### config.mk
export PLATFORM = sky130hd
export DESIGN_NAME = mem_stage_sram_ctrl
export DESIGN_NICKNAME = d
export VERILOG_FILES = /design/src/rtl/mem_stage_sram_ctrl.sv
export SDC_FILE = /design/constraint.sdc
export NUM_CORES = 1
export LEC_CHECK = 0
export CORE_MARGIN = 2
export CORE_UTILIZATION = 43
export CTS_CLUSTER_DIAMETER = 40
export DETAILED_ROUTE_END_ITERATION = 10
export PLACE_DENSITY_LB_ADDON = 0.2
export SLEW_MARGIN = 30
export SYNTH_ARGS = -nofsm -noshare
export SYNTH_HDL_FRONTEND = slang
export SYNTH_SLANG_ARGS = --single-unit
### constraint.sdc
create_clock -name clk -period 3.5 [get_ports clk]
set_input_delay 0.7 -clock clk [delete_from_list [all_inputs] [get_ports clk]]
set_output_delay 0.7 -clock clk [all_outputs]
set_load 0.02 [all_outputs]
### src/rtl/mem_stage_sram_ctrl.sv
// MEM-stage controller splitting 32-bit loads/stores into two 16-bit SRAM half-word accesses.
// Define SRAM_WAIT_EN to stretch each half-word phase to two cycles.
module mem_stage_sram_ctrl (
  input  logic        clk,
  input  logic        rst,
  input  logic        mem_read,
  input  logic        mem_write,
  input  logic [31:0] alu_res,
  input  logic [31:0] val_rm,
  output logic [31:0] rdata,
  output logic        ready,
  output logic [17:0] sram_addr,
  output logic [15:0] sram_dq_out,
  output logic        sram_dq_oe,
  output logic        sram_we_n,
  input  logic [15:0] sram_dq_in
);

  typedef enum logic [1:0] {StIdle, StLo, StHi, StDone} state_e;

  state_e      state_q, state_d;
  logic        is_write_q, is_write_d;
  logic [16:0] idx_q, idx_d;
  logic [31:0] val_q, val_d;
  logic [31:0] rdata_q, rdata_d;
  logic        req;
  logic [16:0] word_idx;
  logic        phase_end;

  assign req = mem_read | mem_write;

  // Data memory starts at byte 1024; the low two address bits never borrow, so slicing first is
  // equivalent to (alu_res - 1024)[18:2] with modulo-2^17 wrap.
  assign word_idx = alu_res[18:2] - 17'd256;

  logic unused_addr_bits;
  assign unused_addr_bits = ^{alu_res[31:19], alu_res[1:0]};

`ifdef SRAM_WAIT_EN
  logic wait_q, wait_d;

  always_ff @(posedge clk or posedge rst) begin
    if (rst) begin
      wait_q <= 1'b0;
    end else begin
      wait_q <= wait_d;
    end
  end

  assign phase_end = wait_q;
`else
  assign phase_end = 1'b1;
`endif

  always_comb begin
    state_d    = state_q;
    is_write_d = is_write_q;
    idx_d      = idx_q;
    val_d      = val_q;
    rdata_d    = rdata_q;
    case (state_q)
      StIdle: begin
        if (req) begin
          state_d    = StLo;
          is_write_d = mem_write;
          idx_d      = word_idx;
          val_d      = val_rm;
        end
      end
      StLo: begin
        if (phase_end) begin
          state_d = StHi;
          if (!is_write_q) rdata_d[15:0] = sram_dq_in;
        end
      end
      StHi: begin
        if (phase_end) begin
          state_d = StDone;
          if (!is_write_q) rdata_d[31:16] = sram_dq_in;
        end
      end
      StDone:  state_d = StIdle;
      default: state_d = StIdle;
    endcase
`ifdef SRAM_WAIT_EN
    // Counter restarts whenever a phase is entered and only advances while a phase is held.
    wait_d = 1'b0;
    if ((state_d == state_q) && ((state_q == StLo) || (state_q == StHi))) begin
      wait_d = ~wait_q;
    end
`endif
  end

  always_ff @(posedge clk or posedge rst) begin
    if (rst) begin
      state_q    <= StIdle;
      is_write_q <= 1'b0;
      idx_q      <= '0;
      val_q      <= '0;
      rdata_q    <= '0;
    end else begin
      state_q    <= state_d;
      is_write_q <= is_write_d;
      idx_q      <= idx_d;
      val_q      <= val_d;
      rdata_q    <= rdata_d;
    end
  end

  always_comb begin
    sram_addr   = '0;
    sram_dq_out = '0;
    sram_dq_oe  = 1'b0;
    sram_we_n   = 1'b1;
    ready       = 1'b0;
    case (state_q)
      StIdle: ready = ~req;
      StLo: begin
        sram_addr = {idx_q, 1'b0};
        if (is_write_q) begin
          sram_dq_out = val_q[15:0];
          sram_dq_oe  = 1'b1;
          sram_we_n   = 1'b0;
        end
      end
      StHi: begin
        sram_addr = {idx_q, 1'b1};
        if (is_write_q) begin
          sram_dq_out = val_q[31:16];
          sram_dq_oe  = 1'b1;
          sram_we_n   = 1'b0;
        end
      end
      StDone:  ready = 1'b1;
      default: ready = 1'b0;
    endcase
  end

  assign rdata = rdata_q;

endmodule

==> flow_summary.ini <==
[place]
io_buffers = 137
gp_congestion = 0.8427
dpl.hpwl_mm = 6.598

[floorplanning]
row_count = 33
pin_count = 153
die_x_um = 96.64
design.core.area_sq_um = 8258
die_h_um = 96.64
floorplan.initialDensity = 0.4468
dieArea_sq_um = 9338

[logic_synthesis]
synthTopCellsByArea = dfrtp_1 (57%), nand2_1 (23%), a22oi_1 (3.3%)
synth-edff-count = 0
yosys.area.top_type_share = 0.5697
syn_inst = 438
seq_area_frac_synth = 0.5697
yosys.area_share.simple = 0.3072
netlist-cell-type-count = 26
muxShareOfSynthArea = 0.003052
synth_top_family_by_area = simple AND/OR/NAND/NOR gates
synth-seq-cells = 84
yosysTopAreaCell = dfrtp_1
syn_avg_cell_area_sq_um = 8.424
synthFlopType = dfrtp_1
synthesis.area_sq_um = 3690
syn-num-nets = 528
ys_warn_count = 0
async_reset_ff_frac = 1.000
synth_xor_area_frac = 0.002374
synth_compound_area_frac = 0.06477
synth_adder_area_share = 0.02035

[worst_setup_path]
crit_chain = inv_1, ha_1, nand2_1, nor2_1, clkdlybuf4s50_1
cpLargestDelayFamily = buffers and inverters
required_ns = 2.80
arrival_ns = 2.51
r2r_setup_slack_ns = 1.42
crit_buf_inv = 2
worstSetupPathType = flip-flop to primary output
path_max_fanout = 18
critPathCaptureType = primary output
critPathLaunchType = flip-flop
cp_num_cells = 5
crit_path_max_incr_delay_ns = 0.64
cpMaxStageDelayCell = clkdlybuf4s50_1
r2r_cells = 6

[final_layout]
layout.cells.most_common = nand2_1
drive_gt1_frac = 0.05226
n_antenna_cell = 0
nFillCells = 713
mostFrequentLayoutCells = nand2_1 (225), clkdlybuf4s50_1 (137), dfrtp_1 (84), nor2_1 (25), and2_1 (17)
nets = 659
area_growth_pct = 46.93
regArea_sq_um = 2102
multiInputGateArea_sq_um = 1480

[route]
ant_nets = 0
drt-pass1-iter-count = 5
vias_per_cell = 4.884
drt_wl_total_mm = 9.285
num_vias = 3316
first_iter_violations = 122
drc = 0
wire_per_inst_um = 13.67

[status]
status = complete, no violations

[grt]
grt_pass1_vias = 3356
gr-total-overflow = 0
grt_pass1_wl_mm = 15.45
antenna_found_initial = 0
grt_max_degree = 36
grt_usage = 0.2007

[cts]
clk_pin_slew_ns = 0.08
cts_tree = yes
h-tree-depth = 3
cts_sinks = 84
holdBufCountCts = 0
cts_buffers = 9
root_buffer = clkbuf_8
cts_buffer_depth = 2
post_cts_resized = 0
cts_setup_buffers = 0
clock_latency_ns = 0.34

[power]
p_leak_nw = 2.586
p_per_area_nw_per_um2 = 939.1
vdd_drop_max_mv = 0.4033

[sta]
worstMarginPinSlew_ns = 0.6718
fin_tns_setup_ns = 0
setup_violations = 0
finalHoldWorstSlack_ns = 0.4732
timing.fmax_ghz = 0.3119
fin_skew_ns = 0.006535
period_minus_slack_ns = 3.206
grt_setup_unrepaired = no
max_slew_margin = 0.5521
drv_slew = 0
hold_violations = 0
finalCritPeriodShare = 0.9160

[min_path]
min_path_type = flip-flop to flip-flop
min_path_cells = 2

[flow_run]
max_cap_violations = 0
==> where the power goes <==
group          switching (mW)  internal (mW)
registers               0.255           1.45
clock network           0.334          0.493
logic                    1.46           1.10
==> worst paths after layout <==
| kind | start | to |
|---|---|---|
| max reg2reg | state_q[0]$_DFFE_PP0P_ | val_q[0]$_DFFE_PP0P_ |
| max in group asynchronous | rst | val_q[22]$_DFFE_PP0P_ |
| min reg2reg | idx_q[0]$_DFFE_PP0P_ | idx_q[0]$_DFFE_PP0P_ |
| min in group asynchronous | rst | val_q[4]$_DFFE_PP0P_ |
| min | idx_q[0]$_DFFE_PP0P_ | idx_q[0]$_DFFE_PP0P_ |
| max | state_q[0]$_DFFE_PP0P_ | sram_dq_out[2] |
==> Yosys cell counts (all sizes together), types with 2 or more instances <==
cell	number
nand2	225
ha	6
clkbuf	24
a22oi	16
nor2b	2
and2	17
o31ai	2
or4	2
dfrtp	84
o21ai	6
a31oi	6
nand2b	2
or4b	2
nor2	25
or3	3
o21a	2
inv	7
==> area by class of cell <==
type | count | share of cell area
clock buffers | 10 | 0.02539
clock inverters | 6 | 0.02054
inverters | 7 | 0.005077
multi-input cells | 322 | 0.2730
flip-flops and latches | 84 | 0.3877
well taps | 105 | 0.02423
repair buffers | 145 | 0.2640
==> per-layer routing <==
metal	part of all wire	GRT usage
met1	0.44	0.2545
met2	0.49	0.3408
met3	0.061	0.04769
met4	0.0082	0.06284
met5	0	0
==> tightest hold or removal path: stages, from the launching register on <==
cell and delay (ns):
dfrtp_1 0.34, nand2_1 0.05, nand2_1 0.05
==> per-stage QoR <==
step / setup slack (ns) / utilization / instances / power, mW / instance area [sq um]
final: 0.2940 / 0.6565 / 679 / 5.091 / 5421
after global routing: 0.1361 / 0.6565 / 679 / 5.472 / 5421
after CTS: 0.2780 / 0.6565 / 679 / 5.139 / 5421
after detailed placement: 0.5606 / 0.6264 / 663 / 4.301 / 5172
after global placement: 0.5735 / 0.6264 / 663 / 4.217 / 5172
after floorplan: 0.6349 / - / 438 / 3.184 / 3690
==> cell families after synthesis <==
| logic type | after synthesis |
|---|---|
| AO/OA/AOI/OAI | 35 |
| XOR/XNOR | 1 |
| flip-flops | 84 |
| adder cells (fa/ha/maj) | 6 |
| buffers and inverters | 32 |
| multiplexers | 1 |
| AND/OR/NAND/NOR | 279 |
==> registers in the layout (all words and copies together) (netlist names) <==
| signal | count |
|---|---|
| state_q | 2 |
| idx_q | 17 |
| val_q | 32 |
| rdata | 32 |
| is_write_q | 1 |
Note: power is estimated with default switching activity, not from simulation.
==> RTL change 1, RTL diff (config.mk and constraints unchanged) <==
Encoding of `state_e`: now Gray code (2 bits for 4 states).
--- a/src/rtl/mem_stage_sram_ctrl.sv
+++ b/src/rtl/mem_stage_sram_ctrl.sv
@@ -18,3 +18,3 @@
 
-  typedef enum logic [1:0] {StIdle, StLo, StHi, StDone} state_e;
+  typedef enum logic [1:0] {StIdle = 2'b00, StLo = 2'b01, StHi = 2'b11, StDone = 2'b10} state_e;
 
Formal check against the unedited RTL: no difference found for any inputs over 10 cycles, from zero or initial values and one cycle with rst high; not proved beyond that.
==> RTL change 1 against the unedited design <==
  * Wire length down 9.6%
  * Synthesized area down 0.95%
  * Cell area down 1.6%
  * Global-route usage down 1.2 points
  * Worst setup slack better by 0.21 ns
  * Total power down 8.2%
  * Sequential cell count unchanged
  * Sequential share of layout area up 0.67 points
==> RTL change 1: results (changes against the unedited design) <==
Synth
  – Cells after Synth: 359 (-18%)
  – Net Count, Synth: 444 (-16%)
  – Ys Warns: 0 (unchanged)
  – Unique masters post-synth: 27 (+3.8%)
  – Most frequent cells after synthesis: nand2_1, dfrtp_1, mux2_2, nor2_1, and2_1
  – Async SR Flop Fraction: 100.0% (unchanged)
  – Ranking of synthesized cells by area: dfrtp_1, nand2_1, mux2_2
  – Sequential share of the synthesized area: 57.51% (+0.55 points)

Run status
  – Status: complete, no violations

Global route
  – Maximum number of pins on one net before global-route repair: 58 (+61%)
  – Global-route wire length before repair: 13.30 mm (-14%)
  – Vias in the first global route: 2835 (-16%)
  – Gr usage total: 18.84% (-1.2 points)
  – Initial antenna violation count: 0 (unchanged)

Min path
  – Hold WC Path Type: reg -> reg
  – Min-delay src: val_q[11]

Power and ir drop
  – Lkg Pwr: 2.412 nW (-6.7%)
  – Worst vdd ir: 448.6 uV (+11%)
  – Switching pwr: 1.756 mW (-14%)

Clock tree
  – CTS Buffer Depth: 2 (unchanged)
  – Post-CTS sizing: 0 (unchanged)
  – Post-CTS Setup Inserts: 0 (unchanged)
  – Num CTS Buffers: 9 (unchanged)
  – Clk Latency, worst-skew pair: 0.35 ns
  – Clock transition at path regs: 0.08 ns (about the same)
  – Root buf cell: clkbuf_8
  – Htree depth: 3 (unchanged)

Placement
  – Place WS: 0.5734 ns (+0.01271 ns)
  – Placer congestion estimate: 0.7251 (-14%)
  – Placed insts: 586 (-12%)
  – Hpwl dp: 5.845 mm (-11%)
  – Port bufs: 137 (unchanged)

Drt
  – DRT Wirelength: 8.392 mm (-9.6%)
  – Initial DRT Pass Iterations: 4 (-1)
  – 1st-iter DRT viols: 137 (+12%)
  – Via count: 2894 (-13%)

Critical path
  – Critical path data arrival time: 2.30 ns (-0.21 ns)
  – Crit Path Max Fanout: 25 (+7)
  – Kind of critical path: reg -> out
  – FF-to-FF Start: state_q[0]

Layout
  – Fin nets: 577 (-12%)
  – Number of diodes: 0 (unchanged)
  – Fin cells: 602 (-11%)
  – Layout cell share with drive strength beyond 1: 11.87% (+6.6 points)

Timing
  – Final Skew: 0.01248 ns (+0.005944 ns)
  – Relative slew slack: 43.07% (-12 points)
RTL change 1: logic make-up (layout without fill, tap and decap cells):
family	Yosys count	in the layout	share of synthesized area, %
buffers and inverters	23	161	2.944
DFF	84	84	57.51
muxes	48	48	14.24
adders and majority gates	1	1	0.3423
AOI/OAI and AO/OA	9	9	1.369
xor gates and xnor gates	6	6	1.438
and+or+nand+nor	188	188	22.15
RTL change 1: final cells by class:
cell class / instances / area (sq um)
sequential: 84 / 2103
clock buffer: 10 / 127.6
fill: 689 / 2884
inverter: 4 / 16.27
multi-input combinational: 252 / 1456
timing repair buffer: 141 / 1426
tap: 105 / 131.4
clock inverter: 6 / 71.32
RTL change 1: per-layer routing:
metal	share of wire (%)	track usage, %
met4	1.1	7.024
met3	6.6	3.915
met5	0	0
met1	44	23.57
met2	49	32.06
RTL change 1: path summary, 6_finish.rpt:
path / cells after the start / slack, ns / endpoint
setup reg to reg: 2 / 1.32 / rdata[1]
min in group asynchronous: 2 / 0.76 / val_q[14]
hold / removal: 2 / 0.47 / val_q[11]
setup / recovery: 4 / 0.50 / sram_dq_out[15]
max in group asynchronous: 3 / 2.07 / rdata[15]
hold reg to reg: 2 / 0.47 / val_q[11]
RTL change 1: critical path, stage by stage, from the launching register on:
cell and delay, ns:
dfrtp_1 0.82, nand2_1 0.11, buf_4 0.23, nor2_1 0.16
clkdlybuf4s50_1 0.63
RTL change 1: through the flow:
stage                     cell area [sq um]  utilization, %  hold WS, ns
after floorplan                        3655               -       0.4380
after global placement                 5129           62.42       0.4520
after detailed placement               5130           62.43       0.4553
after CTS                              5329           64.85       0.4785
after global routing                   5333           64.90       0.4945
final                                  5333           64.90       0.4736
RTL change 1: power by group through the flow:
| stage | sequential (mW) | clock (mW) | combinational [mW] |
|---|---|---|---|
| CTS | 1.77 | 0.714 | 2.26 |
| global route | 1.83 | 0.756 | 2.43 |
| finish | 1.76 | 0.687 | 2.22 |
| floorplan | 1.91 | 0 | 1.14 |
| detailed placement | 1.79 | 0 | 2.25 |
| global placement | 1.76 | 0 | 2.21 |
==> RTL change 2, RTL diff (same settings) <==
Without the edit above. Add a define of `SRAM_WAIT_EN`.
--- a/src/rtl/mem_stage_sram_ctrl.sv
+++ b/src/rtl/mem_stage_sram_ctrl.sv
@@ -2,2 +2,4 @@
 // Define SRAM_WAIT_EN to stretch each half-word phase to two cycles.
+`define SRAM_WAIT_EN
+
 module mem_stage_sram_ctrl (
Function: changed (a bounded check fails within 4 cycles, from zero or initial values and one cycle with rst high).
==> RTL change 2 against the unedited design <==
  * Via count fell by 4.7%
  * Sequential cell count rose by 1
  * Cell area rose by 0.44%
  * Largest cell class unchanged
  * Synthesized area rose by 2.1%
  * Wire length fell by 6.2%
  * Critical path depth did not move
  * Total power fell by 6.6%
  * Worst setup slack improved by 0.025 ns
==> RTL change 2: results (changes against the unedited design) <==
Global route
  – Global-route wire length before repair: 14.61 mm (-5.5%)
  – Gr usage total: 18.78% (-1.3 points)
  – Initial antenna violation count: 0 (unchanged)
  – Maximum number of pins on one net before global-route repair: 41 (+14%)
  – Met2 Resource Use GR: 31.62% (-2.5 points)
  – Vias in the first global route: 3173 (-5.5%)
  – Met1 usage: 23.83% (-1.6 points)
  – Busiest grt layer: met2
  – GR Layer Usage met3: 4.101% (-0.67 points)

Critical path
  – CP max-delay cell: clkdlybuf4s50_1
  – Critical path's top delay family: buffers and inverters
  – Critical path data arrival time: 2.48 ns (-0.03 ns)
  – Max incr delay on CP: 0.62 ns (-0.02 ns)

Synth
  – XOR/XNOR Fraction of Synth Area: 0.4648% (+0.23 points)
  – Adder-cell share of the synthesized area: 2.324% (+0.29 points)
  – Main synth FF type: dfrtp_1
  – Most frequent cells after synthesis: nand2_1, dfrtp_1, mux2_2, nor2_1, and2_1
  – Ranking of synthesized cells by area: dfrtp_1, nand2_1, mux2_2
  – Unique masters post-synth: 31 (+19%)
  – Net Count, Synth: 471 (-11%)
  – Mux contribution to synthesized area: 9.562% (+9.3 points)
  – Sequential share of the synthesized area: 56.44% (-0.53 points)
  – Post-synthesis compound-gate area fraction: 7.304% (+0.83 points)
  – Synthesized area per cell: 9.917 sq um (+18%)

Drt
  – Average routed wire per standard cell: 13.85 microns (+1.3%)
  – Met3 wire length: 481 microns (-15%)
  – 1st-iter DRT viols: 82 (-33%)
  – Wire length on met1: 3.931 mm (-4.0%)
  – DRT Wirelength: 8.709 mm (-6.2%)
  – DR top layer: met4
  – Initial DRT Pass Iterations: 4 (-1)
  – Routed length on met2: 4.163 mm (-8.5%)
  – Vias/cell: 5.024 (+2.9%)

Placement
  – Hpwl dp: 6.126 mm (-7.1%)
  – Placer congestion estimate: 0.8098 (-3.9%)
  – Place WS: 0.5024 ns (-0.05825 ns)
  – Placed cell areas: 5266 sq um (+1.8%)
  – Port bufs: 137 (unchanged)

Timing
  – Relative slew slack: 50.06% (-5.2 points)
  – Final Skew: 0.008001 ns (+0.001466 ns)

Clock tree
  – Clk Latency, worst-skew pair: 0.34 ns (about the same)
  – Htree depth: 3 (unchanged)

Layout
  – Fillers: 712 (-0.14%)
  – Layout cell share with drive strength beyond 1: 11.71% (+6.5 points)
  – Fin nets: 607 (-7.9%)

Power and ir drop
  – Worst vdd ir: 362.5 uV (-10%)
  – Lkg Pwr: 2.433 nW (-5.9%)

Run status
  – Status: complete, no violations
## RTL change 2: cell types whose count changed after synthesis, sizes merged, moves of 2 or more
cell | unedited run | this run
a31oi | 6 | 4
nand2 | 225 | 132
buf | 1 | 5
clkbuf | 24 | 14
nor3b | 0 | 2
a21oi | 1 | 4
mux2 | 1 | 32
nand2b | 2 | 0
## RTL change 2: final timing paths
| path | depth (start not counted) | from | end | slack, ns |
|---|---|---|---|---|
| max | 5 | state_q[1] | sram_dq_out[11] | 0.32 |
| min | 2 | idx_q[5] | idx_q[5] | 0.47 |
| max reg2reg | 5 | state_q[1] | rdata[15] | 1.36 |
| min reg2reg | 2 | idx_q[5] | idx_q[5] | 0.47 |
| max in group asynchronous | 3 | rst | rdata[18] | 1.93 |
| min in group asynchronous | 2 | rst | val_q[8] | 0.74 |
## RTL change 2: final cells by class
type                       count  area, sq um  area share, %
inverter                       7        27.53         0.5055
tap                          108        135.1          2.482
sequential                    85         2127          39.06
multi-input combinational    269         1556          28.58
clock inverter                 7        51.30         0.9421
timing repair buffer         144         1424          26.15
clock buffer                   9        123.9          2.275
## RTL change 2: power by group
part           switching (mW)  internal (mW)  leakage (nW)
sequential              0.256           1.47          1.02
combinational            1.28           1.14          1.33
clock                   0.356          0.260        0.0856
total                    1.89           2.87          2.43
## RTL change 2: cells by family after synthesis
| logic type | Yosys count |
|---|---|
| and+or+nand+nor | 188 |
| AOI/OAI and AO/OA | 40 |
| adders and majority gates | 7 |
| xor gates and xnor gates | 2 |
| buffers and inverters | 26 |
| DFF | 85 |
| muxes | 32 |
## RTL change 2: repair_timing
item                                    CTS  global route
endpoints found under the setup margin    0             4
endpoints found under the hold margin     0             0
gates resized for setup                   0             2
